[config.mk]
export PLATFORM = sky130hd
export DESIGN_NAME = dfg_sliced_ring_reg
export DESIGN_NICKNAME = d
export VERILOG_FILES = /design/src/rtl/dfg_sliced_ring_reg.sv
export SDC_FILE = /design/constraint.sdc
export NUM_CORES = 1
export LEC_CHECK = 0
export ABC_AREA = 1
export CAP_MARGIN = 20
export CORE_MARGIN = 1.5
export CORE_UTILIZATION = 23
export CTS_BUF_LIST = sky130_fd_sc_hd__clkbuf_16
export CTS_CLUSTER_SIZE = 12
export DETAILED_ROUTE_END_ITERATION = 7
export SYNTH_ARGS = -nofsm -noshare
export SYNTH_HDL_FRONTEND = slang
export SYNTH_SLANG_ARGS = --single-unit
[constraint.sdc]
create_clock -name clk -period 3 [get_ports clk]
set_clock_uncertainty 0.1 [all_clocks]
set_input_delay 0.6 -clock clk [delete_from_list [all_inputs] [get_ports clk]]
set_output_delay 0.6 -clock clk [all_outputs]
set_load 0.01 [all_outputs]
[src/rtl/dfg_sliced_ring_reg.sv]
// Sliced rotating ring under a small load/run/done FSM, plus an independent
// registered cross-coupled mux lane ring. Every feedback path goes through a flop.
module dfg_sliced_ring_reg #(
  parameter int SLICE_W  = 2,
  parameter int N_SLICES = 5,
  parameter int N_CH     = 2,
  localparam int WIDTH   = SLICE_W * N_SLICES,
  localparam int CW      = $clog2(N_SLICES)
) (
  input  logic             clk,
  input  logic             rst_n,
  input  logic             load_valid,
  input  logic [WIDTH-1:0] load_data,
  output logic             load_ready,
  input  logic             rot_en,
  input  logic             rot_dir,
  input  logic             abort,
  output logic [WIDTH-1:0] ring_q,
  output logic [CW-1:0]    rot_cnt,
  output logic             done,
  input  logic [N_CH-1:0]  ch_in,
  input  logic [N_CH-1:0]  ch_sel,
  output logic [N_CH-1:0]  ch_out
);

  typedef enum logic [1:0] {
    IDLE = 2'd0,
    RUN  = 2'd1,
    DONE = 2'd2
  } state_t;

  state_t state_r;

  function automatic logic [WIDTH-1:0] rot_up(input logic [WIDTH-1:0] v);
    return {v[WIDTH-SLICE_W-1:0], v[WIDTH-1:WIDTH-SLICE_W]};
  endfunction

  function automatic logic [WIDTH-1:0] rot_dn(input logic [WIDTH-1:0] v);
    return {v[SLICE_W-1:0], v[WIDTH-1:SLICE_W]};
  endfunction

  localparam logic [CW-1:0] LAST_CNT = CW'(N_SLICES - 1);

  // load_ready is the only output allowed to depend combinationally on state
  assign load_ready = (state_r == IDLE);

  // FSM, ring contents, rotation count and done pulse
  always_ff @(posedge clk or negedge rst_n) begin
    if (!rst_n) begin
      state_r <= IDLE;
      ring_q  <= '0;
      rot_cnt <= '0;
      done    <= 1'b0;
    end else begin
      done <= 1'b0;
      case (state_r)
        IDLE: begin
          if (load_valid) begin
            ring_q  <= load_data;
            rot_cnt <= '0;
            state_r <= RUN;
          end else begin
            state_r <= IDLE;
          end
        end
        RUN: begin
          // abort takes priority so a final step cannot sneak a done pulse through
          if (abort) begin
            rot_cnt <= '0;
            state_r <= IDLE;
          end else if (rot_en) begin
            ring_q <= rot_dir ? rot_dn(ring_q) : rot_up(ring_q);
            if (rot_cnt == LAST_CNT) begin
              rot_cnt <= '0;
              done    <= 1'b1;
              state_r <= DONE;
            end else begin
              rot_cnt <= rot_cnt + 1'b1;
            end
          end else begin
            state_r <= RUN;
          end
        end
        DONE: begin
          rot_cnt <= '0;
          state_r <= IDLE;
        end
        default: begin
          rot_cnt <= '0;
          state_r <= IDLE;
        end
      endcase
    end
  end

  // Cross-coupled lane ring: each lane takes its input or its neighbour's output
  always_ff @(posedge clk or negedge rst_n) begin
    if (!rst_n) begin
      ch_out <= '0;
    end else begin
      for (int i = 0; i < N_CH; i++) begin
        ch_out[i] <= ch_sel[i] ? ch_in[i] : ch_out[(i + 1) % N_CH];
      end
    end
  end

endmodule

======== Word level (Yosys, flattened, before mapping) ========
Cells that the tools add are included.
word-level totals
  register bits after elaboration ......... 18
  RAM bits ................................ 0
  output and inout bits ................... 17
  bits in latches ......................... 0
  bits in read-only memories .............. 0
  logic and storage cells ................. 38
  memories kept ........................... 0
operators by class
  bitwise gates (word level) .............. 0
  shifts and indexed selects .............. 0
  $lt $le $gt $ge ......................... 0
  add/subtract/negate cells ............... 1
  multiplexer cells ....................... 21
  multiply operators ...................... 0
  div/mod/pow operators ................... 0
  equality and inequality tests ........... 7
  reductions and logical operators ........ 4
operators with widths
  kind                                                             count
  10-bit two-way mux                                               4
  10-bit one-hot mux with 2 select lines                           1
  3-bit two-way mux                                                4
  1-bit two-way mux                                                7
  2-bit two-way mux                                                3
  2-bit != test, second input constant                             3
  3-bit one-hot mux with 2 select lines                            1
  4-bit != test, second input constant                             1
  2-bit one-hot mux with 2 select lines                            1
  4-bit AND reduction                                              1
  3-bit by 1-bit adder with 3-bit output, second input constant    1
  3-bit == test, second input constant                             1
  3-bit != test, second input constant                             1
  2-bit by 1-bit == test with 1-bit output, second input constant  1
  2-bit logical NOT                                                1
  2-bit AND reduction                                              1
  2-bit nonzero test                                               1

======== Longest topological paths before layout ========
Gate-level depths: netlist of the first run.
  depth in word-level cells ............... 5
  gate-level depth with buffers ........... 7
  gate-level depth less buffers ........... 7

======== Least setup slack after synthesis of the first run ========
No wires, ideal clock.
  path kind ............................... input-to-reg
  from .................................... input rot_en
  to ...................................... register ring_q[5]
  slack ................................... 1.666 ns
  cell stages on the path ................. 6
  data arrival time ....................... 1.117 ns
  required time ........................... 2.783 ns
  library setup time ...................... 0.117 ns
  cells stage by stage .................... inv_1 -> nor2_1 -> nand2_1 -> buf_2 -> nand3_1 -> nand2_1
on the way
  cells in the longest elaborated chain, start to end .. 2
RTL lines
  item                           RTL line  RTL
  start, declared                15        input logic rot_en,
  2-bit != test (no line)        -
  4-bit AND reduction (no line)  -
  end signal, assigned           59        ring_q <= load_data;
  end signal, assigned           72        ring_q <= rot_dir ? rot_dn(ring_q) : rot_up(ring_q);
  end, declared                  18        output logic [WIDTH-1:0] ring_q,
Every way passes these cells.
A chain may end at the register's enable or synchronous reset.

======== Final worst setup path of the first run ========
  from .................................... register state_r[1]
  to ...................................... output load_ready
on the way
  cells in the longest elaborated chain, start to end .. 1
RTL lines
  item                    RTL line  RTL
  start, declared         32        state_t state_r;
  start signal, assigned  50        state_r <= IDLE;
  start signal, assigned  61        state_r <= RUN;
  start signal, assigned  63        state_r <= IDLE;
  2-bit logical NOT       45        assign load_ready = (state_r == IDLE);
  end, declared           14        output logic load_ready,
Every way passes these cells.

==> impl_summary.log, run 1 <==
[metrics] run status: complete, no violations
[metrics] width of the die: 69.67 um
[metrics] type of the tightest min-delay check: reg -> reg
[metrics] detailed-router iteration count before antenna repair: 4
[metrics] transition time of the tightest slew-check pin: 0.4116 ns
[metrics] critical path startpoint: state_r[1]
[metrics] global-route usage over all layers: 0.1098
[metrics] clock tree from TritonCTS: built
[metrics] Reg2Reg Launch Point: state_r[1]
[metrics] Post-CTS Hold Fix Bufs: 0
[metrics] count of synthesis-stage warnings from yosys: 0
[metrics] Detail Placement HPWL: 1.900 mm
[metrics] compound-gate portion of the synthesized area: 0.009792
[metrics] cts bufs inserted: 3
[metrics] synthesized net count: 171
[metrics] final-report max-slew violation count: 0
[metrics] number of antenna repair diodes: 0
[metrics] RePlAce Congestion: 0.8049
[metrics] setup slack of the critical path after layout: 0.8581 ns
[metrics] final design utilization: 0.3490
[metrics] post-route minimum period: 2.142 ns
[metrics] post-synthesis mux area share: 0.02203
[metrics] post-synthesis adder-cell area fraction: 0.02448
[metrics] post-cts repair resize count: 0
[metrics] post-synth cell types: 17
[metrics] pin count of the biggest net entering global routing: 19
[metrics] share of the synthesized area in the top cell type: 0.4406
[metrics] library cell contributing the largest single delay on the critical path: sky130_fd_sc_hd__clkdlybuf4s50_1
[metrics] Syn-to-layout area delta: 47.61%
[metrics] clock latency of the later-clocked register in the worst-skew pair: 0.25 ns
[metrics] first-pass GRT wire length: 4.222 mm
[metrics] share of the cycle needed by the critical path after routing: 0.7140
[metrics] Slew headroom: 0.7250
[metrics] Placed Instance Area: 1430 sq um
[metrics] setup TNS: 0 ns
[metrics] via count of the routed design: 1008
[metrics] category of the most critical setup path: reg -> out
[metrics] proportion of synthesized chip area in sequential cells: 0.4406
[metrics] fraction of final layout cells sized beyond drive strength 1: 0.04839
[metrics] delay of the slowest critical-path stage: 0.58 ns
[metrics] post-synthesis cell type with the largest combined area: sky130_fd_sc_hd__dfrtp_1
[metrics] leading cell types by total area after synthesis: sky130_fd_sc_hd__dfrtp_1 44%, sky130_fd_sc_hd__nand2_1 33%, sky130_fd_sc_hd__nand3_1 6.4%, sky130_fd_sc_hd__ha_1 2.4%, sky130_fd_sc_hd__inv_1 2.2%
[metrics] grt ovf: 0
[metrics] share of the synthesized netlist area taken by xor and xnor gates: 0.008568
[metrics] Maximum Capacitance Violations: 0
[metrics] Num Clock Sinks: 18
[metrics] starting density of the core: 0.2364
[metrics] number of I/O port buffers: 36
[metrics] count of filler cells inserted in the layout: 471
[metrics] Simple-Gate Fraction of Synth Area: 0.4406
[metrics] highest fanout seen on the critical path: 3
[metrics] number of antenna violations at the first check in global routing: 0
[metrics] CTS Buffer Depth: 2
[metrics] number of design-rule violations left by the first detailed-router iteration: 76
[metrics] Achievable Freq: 466.9 MHz
[metrics] critical path launch point type: register
[metrics] design area: 1509 sq um
[metrics] worst slack, placed: 0.6966 ns
[metrics] Clock transition at path regs: 0.05 ns
[metrics] Worst EP required: 2.30 ns
[metrics] Crit. End Element: output pin
[metrics] FF+latch count, synth: 18
[metrics] cells after synthesis: 149
[metrics] per-cell routed wire length: 10.78 um
[metrics] Pwr per Cell Area: 674.9 nW/um^2
[metrics] count of boundary I/O pins: 37
[metrics] Hold Path Origin: ch_out[0]
[metrics] area inside the core boundary: 4324 sq um
[metrics] Die Y: 69.67 um
[metrics] number of buffers added for setup after CTS: 0
[metrics] DR vias/cell: 4.235
[metrics] Hold Vio Cnt, Final: 0
[metrics] die area: 4853 sq um
[metrics] setup repair after global routing missed its margin: no
[metrics] Post-route DRC: 0
[metrics] nets@finish: 209
[metrics] chain of cells forming the critical path: nor2_1, clkdlybuf4s50_1
[metrics] total power: 0.001018 W
[metrics] level count of the clock H-tree: 1
[metrics] wire length after detailed routing: 2.565 mm
[metrics] total setup violations reported at the end of the flow: 0
[metrics] largest family of logic cells by synthesized area: simple AND/OR/NAND/NOR gates
[metrics] worst IR drop on VDD: 305.4 uV
[metrics] arrival time reported for the critical path endpoint: 1.44 ns
[metrics] count of nets left with antenna violations after detail routing: 0
[metrics] via count of the first global-routing pass: 905
[metrics] cell at the root of the clock tree: sky130_fd_sc_hd__clkbuf_16
[metrics] Static Leak: 0.7678 nW
[metrics] Avg Cell Area, Syn: 6.861 sq um
[metrics] total standard cell area after synthesis: 1022 sq um
[metrics] row count: 24
## cell type report
type,instances,area [sq um],area share
sequential,18,450.4,0.2985
multi-input combinational,119,516.7,0.3425
timing repair buffer,37,367.9,0.2438
clock inverter,1,3.754,0.002488
clock buffer,3,75.07,0.04975
inverter,8,30.03,0.01990
tap,52,65.06,0.04312
## kinds of logic after synthesis
| family | Yosys count |
|---|---|
| mux | 2 |
| simple gates | 112 |
| fa+ha+maj | 2 |
| xor+xnor | 1 |
| buf+inv | 12 |
| flops | 18 |
| compound gates | 2 |
## synthesized netlist by cell type
| master | n |
|---|---|
| sky130_fd_sc_hd__dfrtp_1 | 18 |
| sky130_fd_sc_hd__ha_1 | 2 |
| sky130_fd_sc_hd__o21ai_0 | 1 |
| sky130_fd_sc_hd__nand3_1 | 13 |
| sky130_fd_sc_hd__o21ai_1 | 1 |
| sky130_fd_sc_hd__inv_1 | 6 |
| sky130_fd_sc_hd__clkinv_1 | 1 |
| sky130_fd_sc_hd__mux2_2 | 2 |
| sky130_fd_sc_hd__inv_2 | 1 |
| sky130_fd_sc_hd__nand3b_1 | 1 |
| sky130_fd_sc_hd__nor2_1 | 5 |
| sky130_fd_sc_hd__buf_4 | 2 |
| sky130_fd_sc_hd__nor2_4 | 1 |
| sky130_fd_sc_hd__nand2_1 | 91 |
| sky130_fd_sc_hd__xnor2_1 | 1 |
| sky130_fd_sc_hd__buf_2 | 2 |
| sky130_fd_sc_hd__nand2_2 | 1 |
## flip-flops by register name, summed over array words and instances (netlist names)
name and flops:
ch_out 2, rot_cnt 3, state_r 2, ring_q 10
done 1
## path summary, 6_finish.rpt
check,cells past startpoint,to,slack (ns)
max in group asynchronous,2,ring_q[0],2.01
min in group asynchronous,2,ch_out[0],0.59
hold reg to reg,1,ch_out[1],0.42
setup reg to reg,5,ring_q[0],1.31
setup / recovery,2,load_ready,0.86
hold / removal,1,ch_out[1],0.42
## worst max-delay path, delay by kind of cell, from the launching register on
| family | cells | cell delay (ns) |
|---|---|---|
| buffers and inverters | 1 | 0.58 |
| flip-flops | 1 | 0.42 |
| AND/OR/NAND/NOR | 1 | 0.19 |
## per-layer routing
layer,track usage,part of all wire,routed length (um)
met5,0,0,0
met3,0.04070,0.067,172
met2,0.1699,0.44,1125
met4,0.03205,0.0082,21
met1,0.1439,0.49,1246
## through the flow
step                instances  hold WS (ns)
floorplan                 149        0.2044
global placement          234        0.4023
detailed placement        234        0.4140
CTS                       238        0.4263
global route              238        0.4601
finish                    238        0.4219
## layout by cell type (no fill, tap or decap)
cell / instances
sky130_fd_sc_hd__nand3_1: 13
sky130_fd_sc_hd__nand3b_1: 1
sky130_fd_sc_hd__xnor2_1: 1
sky130_fd_sc_hd__ha_1: 2
sky130_fd_sc_hd__clkdlybuf4s50_1: 36
sky130_fd_sc_hd__nor2_1: 5
sky130_fd_sc_hd__nor2_4: 1
sky130_fd_sc_hd__dfrtp_1: 18
sky130_fd_sc_hd__mux2_2: 2
sky130_fd_sc_hd__o21ai_0: 1
sky130_fd_sc_hd__buf_4: 1
sky130_fd_sc_hd__clkinv_1: 2
sky130_fd_sc_hd__nand2_2: 1
sky130_fd_sc_hd__o21ai_1: 1
sky130_fd_sc_hd__clkbuf_16: 3
sky130_fd_sc_hd__inv_1: 6
sky130_fd_sc_hd__inv_2: 1
sky130_fd_sc_hd__nand2_1: 91
## report_power, final
group	switching, W	total [W]	internal, W
clock	0.0000900	0.000267	0.000177
sequential	0.0000672	0.000370	0.000303
combinational	0.000184	0.000381	0.000197
Note: power is estimated with default switching activity, not from simulation.
==> inputs of run 2 (changes only) <==
Clock period 3 ns to 1.9 ns, I/O delays scaled along.
==> impl_summary.log, run 2 (synthesized netlist as in run 1, its figures left out) <==
[metrics] RePlAce Congestion: 0.8034 (-0.19%)
[metrics] chain of cells forming the critical path: clkdlybuf4s50_1
[metrics] total setup violations reported at the end of the flow: 0 (unchanged)
[metrics] net switching power of the design: 0.0005380 W (+58%)
[metrics] Detail Placement HPWL: 1.916 mm (+0.83%)
[metrics] fraction of final layout cells sized beyond drive strength 1: 0.06349 (+0.01510)
[metrics] area inside the core boundary: 4324 sq um (unchanged)
[metrics] Maximum Capacitance Violations: 0 (unchanged)
[metrics] category of the most critical setup path: reg -> out
[metrics] detailed-router iteration count before antenna repair: 4 (unchanged)
[metrics] critical path launch point type: register
[metrics] transition time of the tightest slew-check pin: 0.3861 ns (-0.02547 ns)
[metrics] width of the die: 69.67 um (unchanged)
[metrics] number of antenna repair diodes: 0 (unchanged)
[metrics] CTS Buffer Depth: 2 (unchanged)
[metrics] Post-CTS Hold Fix Bufs: 0 (unchanged)
[metrics] DR vias/cell: 4.311 (+1.8%)
[metrics] Hold Worst Slack: 0.3645 ns (-0.05741 ns)
[metrics] max FFs per register: 10 (unchanged)
[metrics] clock tree from TritonCTS: built
[metrics] share of the cycle needed by the critical path after routing: 0.8943
[metrics] Pwr per Cell Area: 1054 nW/um^2 (+56%)
[metrics] level count of the clock H-tree: 1 (unchanged)
[metrics] arrival time reported for the critical path endpoint: 1.22 ns (-0.22 ns)
[metrics] total instance count after detailed placement: 237 (+1.3%)
[metrics] Buffers & Inverters on Critical Path: 1 (unchanged)
[metrics] count of boundary I/O pins: 37 (unchanged)
[metrics] combinational cell fraction of total power: 0.376 (+0.002)
[metrics] clock group share of total power: 0.261 (about the same)
[metrics] Crit. End Element: output pin
[metrics] grt ovf: 0 (unchanged)
[metrics] delay of the slowest critical-path stage: 0.56 ns (-0.02 ns)
[metrics] gate family responsible for the most delay along the worst path: buffers and inverters
[metrics] highest fanout seen on the critical path: 4 (+1)
[metrics] starting density of the core: 0.2364 (unchanged)
[metrics] cell internal power dissipation: 0.001075 W (+59%)
[metrics] global-route usage over all layers: 0.1153 (+0.005476)
[metrics] cts bufs inserted: 3 (unchanged)
[metrics] part of the total power dissipated in sequential elements: 0.363 (about the same)
[metrics] Static Leak: 0.7823 nW (+1.9%)
[metrics] final-report max-slew violation count: 0 (unchanged)
[metrics] Crit path depth: 1 (-1)
[metrics] final design utilization: 0.3539 (+0.004919)
[metrics] number of I/O port buffers: 36 (unchanged)
[metrics] number of design-rule violations left by the first detailed-router iteration: 48 (-37%)
[metrics] die area: 4853 sq um (unchanged)
[metrics] most common cell after layout, fill and taps aside: sky130_fd_sc_hd__nand2_1
[metrics] Syn-to-layout area delta: 49.69%
[metrics] Hold Vio Cnt, Final: 0 (unchanged)
[metrics] net switching fraction of the power: 0.3337 (-0.001021)
[metrics] first-pass GRT wire length: 4.388 mm (+3.9%)
[metrics] Layout Cells excl Fill: 241 (+1.3%)
[metrics] number of antenna violations at the first check in global routing: 0 (unchanged)
[metrics] per-cell routed wire length: 10.73 um (-0.44%)
[metrics] leading registers by flop count: ring_q x10, rot_cnt x3
[metrics] Worst EP required: 1.42 ns (-0.88 ns)
[metrics] worst IR drop on VDD: 363.9 uV (+19%)
[metrics] type of the tightest min-delay check: in -> async
[metrics] Largest Register: ring_q
[metrics] number of buffers added for setup after CTS: 0 (unchanged)
[metrics] library cell contributing the largest single delay on the critical path: sky130_fd_sc_hd__clkdlybuf4s50_1
[metrics] via count of the first global-routing pass: 918 (+1.4%)
[metrics] Num Clock Sinks: 18 (unchanged)
[metrics] Register-to-Register Path Depth: 5 (unchanged)
[metrics] Die Y: 69.67 um (unchanged)
[metrics] count of nets left with antenna violations after detail routing: 0 (unchanged)
[metrics] pin count of the biggest net entering global routing: 19 (unchanged)
[metrics] cell at the root of the clock tree: sky130_fd_sc_hd__clkbuf_16
[metrics] Slew headroom: 0.7420 (+0.01702)
[metrics] setup TNS: 0 ns (unchanged)
[metrics] Clock transition at path regs: 0.05 ns (about the same)
[metrics] row count: 24 (unchanged)
[metrics] Achievable Freq: 588.6 MHz
[metrics] Post-route DRC: 0 (unchanged)
[metrics] post-cts repair resize count: 1 (+1)
[metrics] post-route minimum period: 1.699 ns
[metrics] setup repair after global routing missed its margin: no
[metrics] most used cells in the layout excluding fill and tap cells: 91 x sky130_fd_sc_hd__nand2_1, 35 x sky130_fd_sc_hd__clkdlybuf4s50_1, 18 x sky130_fd_sc_hd__dfrtp_1
[metrics] via count of the routed design: 1039 (+3.1%)
[metrics] run status: complete, no violations
[metrics] clock latency of the later-clocked register in the worst-skew pair: 0.25 ns (about the same)
[metrics] nets@finish: 212 (+1.4%)
[metrics] wire length after detailed routing: 2.586 mm (+0.82%)
## run 2: cell count changes in the layout (fill, tap and decap cells not counted)
cell	before	now
sky130_fd_sc_hd__clkdlybuf4s50_1	36	35
sky130_fd_sc_hd__dlygate4sd2_1	0	1
sky130_fd_sc_hd__buf_4	1	4
## run 2: final cells by class
cell class,instances,area (sq um)
Multi-Input combinational cell,119,516.7
Timing Repair Buffer,40,389.1
Clock buffer,3,75.07
Sequential cell,18,450.4
Fill cell,455,2794
Clock inverter,1,3.754
Inverter,8,30.03
Tap cell,52,65.06
## run 2: routing by layer
metal	global-route usage	wire length (um)
met5	0	0
met2	0.1806	1158
met1	0.1439	1209
met3	0.04797	186
met4	0.03846	31
## run 2: through the flow
stage | worst slack, ns | cell area (sq um) | power [W]
4_1_cts | 0.1872 | 1530 | 0.001633
3_3_place_gp | 0.1857 | 1453 | 0.001201
2_1_floorplan | 0.6052 | 1022 | 0.0008902
6_report | 0.2009 | 1530 | 0.001613
5_1_grt | 0.1517 | 1530 | 0.001747
3_5_place_dp | 0.1867 | 1453 | 0.001208
## run 2: final timing paths
path | from | endpoint | slack [ns]
max in group asynchronous | rst_n | ring_q[8] | 1.14
max | ring_q[3] | ring_q[3] | 0.20
min | rst_n | ring_q[3] | 0.36
max reg2reg | state_r[1] | ring_q[2] | 0.42
min in group clk | ch_out[1] | ch_out[0] | 0.41
min reg2reg | ch_out[1] | ch_out[0] | 0.41
## run 2: power by group through the flow
stage	Clock, W	Combinational [W]	Sequential [W]
floorplan	0	0.000281	0.000610
global route	0.000456	0.000685	0.000607
global placement	0	0.000609	0.000592
detailed placement	0	0.000615	0.000593
CTS	0.000433	0.000614	0.000586
finish	0.000421	0.000607	0.000585
==> inputs of run 3 (changes only) <==
Clock period 1.9 ns to 1.5 ns, I/O delays scaled along.
==> impl_summary.log, run 3 (synthesized netlist as in run 1, its figures left out) <==
[metrics] run status: complete, no violations
[metrics] wire length after detailed routing: 2.637 mm (+2.0%)
[metrics] clock group share of total power: 0.260 (about the same)
[metrics] Buffers & Inverters on Critical Path: 1 (unchanged)
[metrics] Pwr per Cell Area: 1282 nW/um^2 (+22%)
[metrics] gate family responsible for the most delay along the worst path: flip-flops
[metrics] starting density of the core: 0.2364 (unchanged)
[metrics] critical path startpoint: ring_q[1]
[metrics] Register-to-Register Path Depth: 7 (+2)
[metrics] total setup violations reported at the end of the flow: 0 (unchanged)
[metrics] highest fanout seen on the critical path: 4 (unchanged)
[metrics] Static Leak: 0.8684 nW (+11%)
[metrics] area inside the core boundary: 4324 sq um (unchanged)
[metrics] most common cell after layout, fill and taps aside: sky130_fd_sc_hd__nand2_1
[metrics] Num Clock Sinks: 18 (unchanged)
[metrics] pin count of the biggest net entering global routing: 19 (unchanged)
[metrics] Detail Placement HPWL: 1.989 mm (+3.8%)
[metrics] Achievable Freq: 733.6 MHz
[metrics] worst reg2reg setup slack: 0.18 ns (-0.24 ns)
[metrics] width of the die: 69.67 um (unchanged)
[metrics] via count of the routed design: 1060 (+2.0%)
[metrics] row count: 24 (unchanged)
[metrics] transition time of the tightest slew-check pin: 0.3851 ns (-0.0009575 ns)
[metrics] number of antenna repair diodes: 0 (unchanged)
[metrics] count of boundary I/O pins: 37 (unchanged)
[metrics] Maximum Capacitance Violations: 0 (unchanged)
[metrics] Hold Worst Slack: 0.2941 ns (-0.07038 ns)
[metrics] type of the tightest min-delay check: in -> async
[metrics] Post-CTS Hold Fix Bufs: 0 (unchanged)
[metrics] cell at the root of the clock tree: sky130_fd_sc_hd__clkbuf_16
[metrics] number of I/O port buffers: 36 (unchanged)
[metrics] library cell contributing the largest single delay on the critical path: sky130_fd_sc_hd__dfrtp_1
[metrics] share of the cycle needed by the critical path after routing: 0.9087
[metrics] DR vias/cell: 4.257 (-1.3%)
[metrics] Crit. End Element: output pin
[metrics] cell internal power dissipation: 0.001331 W (+24%)
[metrics] nets@finish: 220 (+3.8%)
[metrics] number of antenna violations at the first check in global routing: 0 (unchanged)
[metrics] chain of cells forming the critical path: dlygate4sd2_1
[metrics] via count of the first global-routing pass: 1023 (+11%)
[metrics] critical path launch point type: register
[metrics] setup repair after global routing missed its margin: no
[metrics] post-route minimum period: 1.363 ns
[metrics] category of the most critical setup path: reg -> out
[metrics] Die Y: 69.67 um (unchanged)
[metrics] net switching fraction of the power: 0.3384 (+0.004738)
[metrics] global-route usage over all layers: 0.1200 (+0.004709)
[metrics] part of the total power dissipated in sequential elements: 0.359 (-0.004)
[metrics] Top Usage Layer GRT: met2
[metrics] RePlAce Congestion: 0.8143 (+1.4%)
[metrics] final design utilization: 0.3628 (+0.008970)
[metrics] CTS Buffer Depth: 2 (unchanged)
[metrics] delay of the slowest critical-path stage: 0.42 ns (-0.14 ns)
[metrics] Post-route DRC: 0 (unchanged)
[metrics] arrival time reported for the critical path endpoint: 0.96 ns (-0.26 ns)
[metrics] Reg2Reg Launch Point: state_r[1]
[metrics] detailed-router iteration count before antenna repair: 4 (unchanged)
[metrics] first-pass GRT wire length: 4.581 mm (+4.4%)
[metrics] Hold Vio Cnt, Final: 0 (unchanged)
[metrics] setup TNS: 0 ns (unchanged)
[metrics] Clock transition at path regs: 0.05 ns (about the same)
[metrics] Largest Register: ring_q
[metrics] final-report max-slew violation count: 0 (unchanged)
[metrics] clock latency of the later-clocked register in the worst-skew pair: 0.24 ns (about the same)
[metrics] fraction of met2 tracks used by global routing: 0.1902 (+0.009615)
[metrics] most used cells in the layout excluding fill and tap cells: 91 x sky130_fd_sc_hd__nand2_1, 19 x sky130_fd_sc_hd__clkdlybuf4s50_1, 18 x sky130_fd_sc_hd__dfrtp_1
[metrics] combinational cell fraction of total power: 0.382 (+0.006)
[metrics] Worst EP required: 1.10 ns (-0.32 ns)
[metrics] worst IR drop on VDD: 479.7 uV (+32%)
[metrics] per-cell routed wire length: 10.59 um (-1.3%)
[metrics] global-route met1 utilization: 0.1462 (+0.002339)
[metrics] leading registers by flop count: ring_q x10, rot_cnt x3
[metrics] clock tree from TritonCTS: built
[metrics] worst flop-to-flop path endpoint: ring_q[8]
[metrics] Syn-to-layout area delta: 53.49%
[metrics] number of design-rule violations left by the first detailed-router iteration: 52 (+8.3%)
[metrics] net switching power of the design: 0.0006805 W (+26%)
[metrics] max FFs per register: 10 (unchanged)
[metrics] level count of the clock H-tree: 1 (unchanged)
[metrics] GRT met3 Usage: 0.04360 (-0.004360)
[metrics] grt ovf: 0 (unchanged)
[metrics] Slew headroom: 0.7426 (about the same)
[metrics] die area: 4853 sq um (unchanged)
[metrics] fraction of final layout cells sized beyond drive strength 1: 0.1117 (+0.04818)
[metrics] count of nets left with antenna violations after detail routing: 0 (unchanged)
[metrics] cts bufs inserted: 3 (unchanged)
run 3: stage by stage:
| stage | power [W] | cell area [sq um] | setup WS, ns | instances |
|---|---|---|---|---|
| after floorplan | 0.001128 | 1022 | 0.2052 | 149 |
| after global placement | 0.001570 | 1505 | -0.08504 | 244 |
| after detailed placement | 0.001577 | 1505 | -0.1008 | 244 |
| after CTS | 0.002050 | 1573 | 0.01123 | 249 |
| after global routing | 0.002175 | 1569 | 0.02464 | 249 |
| final | 0.002011 | 1569 | 0.1369 | 249 |
run 3: final cells by class:
| type | instances | area, sq um |
|---|---|---|
| inverter | 8 | 30.03 |
| timing repair buffer | 48 | 425.4 |
| fill | 479 | 2755 |
| multi-input combinational | 119 | 519.2 |
| tap | 52 | 65.06 |
| sequential | 18 | 450.4 |
| clock inverter | 1 | 3.754 |
| clock buffer | 3 | 75.07 |
run 3: routing by layer:
metal | share of wire | wire length (um)
met2 | 0.46 | 1223
met4 | 0.014 | 38
met1 | 0.47 | 1244
met3 | 0.050 | 131
met5 | 0 | 0
run 3: repair_timing:
item,CTS,global route
endpoints found under the setup margin,17,1
buffers inserted,1,0
resized for setup,18,2
run 3: power groups by stage:
| stage | Combinational [W] | Clock, W | Sequential [W] |
|---|---|---|---|
| after global routing | 0.000863 | 0.000567 | 0.000744 |
| final | 0.000768 | 0.000522 | 0.000721 |
| after floorplan | 0.000355 | 0 | 0.000772 |
| after global placement | 0.000831 | 0 | 0.000739 |
| after detailed placement | 0.000838 | 0 | 0.000739 |
| after CTS | 0.000779 | 0.000548 | 0.000723 |
run 3: worst max-delay path by stage:
stage | slack, ns | depth (start not counted) | endpoint
2_1_floorplan | 0.21 | 5 | ring_q[5]
3_3_place_gp | -0.09 | 8 | ring_q[2]
3_5_place_dp | -0.10 | 7 | ring_q[2]
4_1_cts | 0.01 | 2 | load_ready
5_1_grt | 0.02 | 8 | ring_q[9]
6_report | 0.14 | 1 | ring_q[1]
